--- config.mk ---
export PLATFORM = sky130hd
export DESIGN_NAME = piso_tx
export DESIGN_NICKNAME = d
export VERILOG_FILES = /design/src/rtl/piso_tx.sv
export SDC_FILE = /design/constraint.sdc
export NUM_CORES = 1
export LEC_CHECK = 0
export CORE_AREA = 2 2 39 41
export CTS_CLUSTER_SIZE = 8
export DETAILED_ROUTE_END_ITERATION = 16
export DIE_AREA = 0 0 41 43
export RECOVER_POWER = 50
export SLEW_MARGIN = 30
export SYNTH_ARGS = -nofsm -noshare
export SYNTH_HDL_FRONTEND = slang
export SYNTH_SLANG_ARGS = --single-unit
--- constraint.sdc ---
create_clock -name ck -period 1.2 [get_ports ck]
set_input_delay 0.24 -clock ck [delete_from_list [all_inputs] [get_ports ck]]
set_output_delay 0.24 -clock ck [all_outputs]
set_load 0.05 [all_outputs]
--- src/rtl/piso_tx.sv ---
// Parallel-in/serial-out transmitter: takes a WIDTH-bit word over valid/ready and
// sends it MSB-first on so, one bit per ck, with a bit strobe (so_en) and a start-of-word marker (sof).
module piso_tx #(
    parameter int WIDTH = 4,
    parameter int GAP   = 0
) (
    input  logic             ck,
    input  logic             res,
    input  logic [WIDTH-1:0] din,
    input  logic             valid,
    output logic             ready,
    output logic             so,
    output logic             so_en,
    output logic             sof,
    output logic             busy,
    output logic [1:0]       dbg_state_o
);

    typedef enum logic [1:0] {
        S_IDLE  = 2'd0,
        S_SHIFT = 2'd1,
        S_GAP   = 2'd2
    } state_e;

    localparam int CW = $clog2(WIDTH);
    // The gap counter still needs one bit when GAP==0 so the design elaborates.
    localparam int GW = (GAP > 0) ? $clog2(GAP + 1) : 1;
    localparam logic [CW-1:0] LAST_BIT = CW'(WIDTH - 1);
    localparam logic [GW-1:0] LAST_GAP = GW'((GAP > 0) ? GAP - 1 : 0);

    state_e           state_q, state_d;
    logic [WIDTH-1:0] shreg_q, shreg_d;
    logic [CW-1:0]    cnt_q, cnt_d;
    logic [GW-1:0]    gap_q, gap_d;
    logic             so_q, so_d;
    logic             so_en_q, so_en_d;
    logic             sof_q, sof_d;
    logic             busy_q, busy_d;

    logic last_bit;
    logic accept;

    // Handshake: a word is taken at any rising ck where valid && ready. ready depends only on
    // state and bit count, never on valid; valid while ready==0 is ignored, and din is only
    // sampled at the accepting edge.
    assign last_bit = (state_q == S_SHIFT) && (cnt_q == LAST_BIT);
    assign ready    = (state_q == S_IDLE) || ((GAP == 0) && last_bit);
    assign accept   = valid && ready;

    always_comb begin
        state_d = state_q;
        shreg_d = shreg_q;
        cnt_d   = cnt_q;
        gap_d   = gap_q;
        so_d    = 1'b0;
        so_en_d = 1'b0;
        sof_d   = 1'b0;
        busy_d  = 1'b0;

        case (state_q)
            S_IDLE: begin
                state_d = S_IDLE;
            end
            S_SHIFT: begin
                if (!last_bit) begin
                    // so already shows shreg_q[WIDTH-1]; the next bit is the one below it.
                    shreg_d = shreg_q << 1;
                    cnt_d   = cnt_q + CW'(1);
                    so_d    = shreg_q[WIDTH-2];
                    so_en_d = 1'b1;
                    busy_d  = 1'b1;
                end else if (GAP > 0) begin
                    state_d = S_GAP;
                    gap_d   = '0;
                    busy_d  = 1'b1;
                end else begin
                    state_d = S_IDLE;
                end
            end
            S_GAP: begin
                if (gap_q == LAST_GAP) begin
                    state_d = S_IDLE;
                end else begin
                    gap_d  = gap_q + GW'(1);
                    busy_d = 1'b1;
                end
            end
            default: begin
                state_d = S_IDLE;
            end
        endcase

        // A new word overrides the above; with GAP==0 this gives back-to-back words.
        if (accept) begin
            state_d = S_SHIFT;
            shreg_d = din;
            cnt_d   = '0;
            so_d    = din[WIDTH-1];
            so_en_d = 1'b1;
            sof_d   = 1'b1;
            busy_d  = 1'b1;
        end
    end

    always_ff @(posedge ck) begin
        if (!res) begin
            state_q <= S_IDLE;
            shreg_q <= '0;
            cnt_q   <= '0;
            gap_q   <= '0;
            so_q    <= 1'b0;
            so_en_q <= 1'b0;
            sof_q   <= 1'b0;
            busy_q  <= 1'b0;
        end else begin
            state_q <= state_d;
            shreg_q <= shreg_d;
            cnt_q   <= cnt_d;
            gap_q   <= gap_d;
            so_q    <= so_d;
            so_en_q <= so_en_d;
            sof_q   <= sof_d;
            busy_q  <= busy_d;
        end
    end

    assign so          = so_q;
    assign so_en       = so_en_q;
    assign sof         = sof_q;
    assign busy        = busy_q;
    assign dbg_state_o = state_q;

endmodule
==> results of run 1 <==
cell families after synthesis:
family	count (synthesis)	synth area share
flops	9	0.471
mux	3	0.0784
fa+ha+maj	1	0.0327
simple gates	10	0.160
other cells	1	0.00979
compound gates	9	0.150
buf+inv	5	0.0980
path summary, 6_finish.rpt:
| kind | from | end | depth (start not counted) |
|---|---|---|---|
| worst max-delay path | cnt_q[1]$_SDFFE_PP0P_ | ready | 4 |
| worst min-delay path | shreg_q[2]$_SDFFE_PN0P_ | so$_SDFF_PN0_ | 2 |
| worst max register to register | cnt_q[1]$_SDFFE_PP0P_ | cnt_q[0]$_SDFFE_PP0P_ | 6 |
| worst min register to register | shreg_q[2]$_SDFFE_PN0P_ | so$_SDFF_PN0_ | 2 |
registers in the layout, indices dropped and copies added (netlist names):
register,cells
busy,1
so,1
sof,1
cnt_q,2
dbg_state_o,1
shreg_q,3
report_power, final:
group	total (mW)	internal [mW]	switching (mW)
sequential	0.332	0.320	0.0128
combinational	0.192	0.0923	0.0994
clock	0.225	0.128	0.0975
through the flow:
step | setup slack [ps] | setup TNS (ps)
final | -114 | -126
after global routing | -166 | -270
after CTS | -110 | -110
after detailed placement | -139 | -900
after global placement | -123 | -792
after floorplan | 34.3 | 0
per-layer routing:
layer  vias to the layer above  track usage
met2                        12        0.150
met4                         0       0.0600
met3                         0       0.0314
li1                        163            -
met1                       146        0.118
met5                         -            0
worst max-delay path, stage by stage (launching register included):
cell     delay, ps
dfxtp_2        330
ha_4           160
nor2b_4        140
inv_4           50
buf_12         140
layout make-up:
cell class	count	area, um2
fill	145	776
sequential	9	184
clock buffer	4	26.3
multi-input combinational	24	178
timing repair buffer	19	194
tap	16	20.0
inverter	1	6.26
cell usage in the layout (no fill, tap or decap):
master,n
nor2_2,1
nor2b_4,1
nand3b_1,1
ha_4,1
mux2i_1,3
a21boi_1,2
clkdlybuf4s50_1,5
a21oi_1,2
nor2_1,1
buf_12,3
o21ai_1,2
o21a_1,3
dfxtp_2,3
nand2_1,3
clkbuf_4,4
nand3_1,1
dfxtp_1,6
conb_1,1
dlygate4sd3_1,1
nor3b_1,1
clkbuf_2,2
buf_6,1
and3_1,1
inv_4,1
clkbuf_1,1
buf_4,6
repair_timing:
| action | CTS | global route |
|---|---|---|
| buffers inserted | 2 | 2 |
| pin swaps | 1 | 1 |
| resized for setup | 4 | 1 |
| endpoints found under the setup margin | 1 | 1 |
==> qor.yml, run 1 <==
floorplan:
  die_height_um: 43
  die_w_um: 41
  placementRows: 14
  start_util: 0.277
  design.core.area_um2: 1380
  dieArea_um2: 1760
  ioPinCount: 14
global_routing:
  grt.overflow.total: 0
  grt_pass1_wl_mm: 1.17
  grt_max_degree: 10
  grt_pass1_vias: 271
  track_usage: 0.0999
  antenna_found_initial: 0
yosys:
  syn_nets: 46
  synth-seq-cells: 9
  yosysSeqAreaShare: 0.471
  synth-edff-count: 0
  synth_top_cells_by_count: "dfxtp_1, mux2i_1, nand2_1, o21a_1"
  synth_top_cell_by_area: "dfxtp_1"
  synth_top_area_share: 0.471
  synth-async-reset-ratio: 0
  dominantRegCellSynth: "dfxtp_1"
  synthCells: 38
  syn_area_um2: 383
  synthTopCellsByArea: "dfxtp_1, mux2i_1, o21a_1"
  yosysMostFrequentCell: "dfxtp_1"
  avgSynthCellArea_um2: 10.1
  yosys_warnings: 0
  ys_types: 20
placement:
  dp.cells: 65
  placed_area_um2: 576
  dp_hpwl_um: 517
  place_congestion: 0.604
  port_buffers: 12
drt:
  vias_per_cell: 4.40
  dr.pass1.iters: 4
  wl_met2_um: 400
  drc: 0
  dr.first_iter.drc_count: 2
  wl_met1_um: 330
  ant_nets: 0
  finalWirelength_um: 795
  vias: 321
  dr_wl_met3_um: 64
  top_layer: "met3"
  wl_per_cell_um: 10.9
pwr:
  peakVddDrop_uv: 409
  p_leak_nw: 0.266
  power-per-cell-area_nw_per_um2: 1230
  total_power_mw: 0.749
clocking:
  cts_buffer_depth: 2
  cts_hold_buffers: 0
  ctsRootBufferMaster: "clkbuf_4"
  cts_sinks: 9
  clk_latency_ps: 250
  numCtsBuffers: 3
  path_clk_slew_ps: 60
  htreeDepth: 1
  cts_tree: "done"
worst_setup_path:
  worst_ep_required_time_ps: 960
  timing.reg2reg.setup_slack_ps: -10
  endpoint_kind: "output pin"
  worstSetupPathType: "flip-flop to output pin"
  cp_max_fo: 2
  cp-start-kind: "flip-flop"
  cp.arrival_ps: 1070
job:
  drv_cap: 0
timing:
  fin_crit_ps: 1310
  setup_violations: 2
  period_share: 1.09
  slew_viol_final: 0
  whs_ps: 468
  hold_viol: 0
  fin_ws_ps: -114
  max_freq_mhz: 761
  skew_ps: 6.88
  grt_setup_unrepaired: "yes"
min_path:
  hold_path_class: "flip-flop to flip-flop"
cells_and_area:
  final_cell_area_um2: 608
  drive_above_1_share: 0.404
  final_nets: 66
  diodes: 0
  fin_cells: 73
  area_delta_synth_final_pct: 58.8
  final_util: 0.439
outcome:
  violations: "setup timing"
  outcome: "complete, but fails checks"
(Power assumes the default switching activity.)
==> run 2: changes to the inputs <==
- HOLD_SLACK_MARGIN: not set -> 0.02
==> results of run 2 <==
Final layout, timing and power as in run 1 (identical DEF).
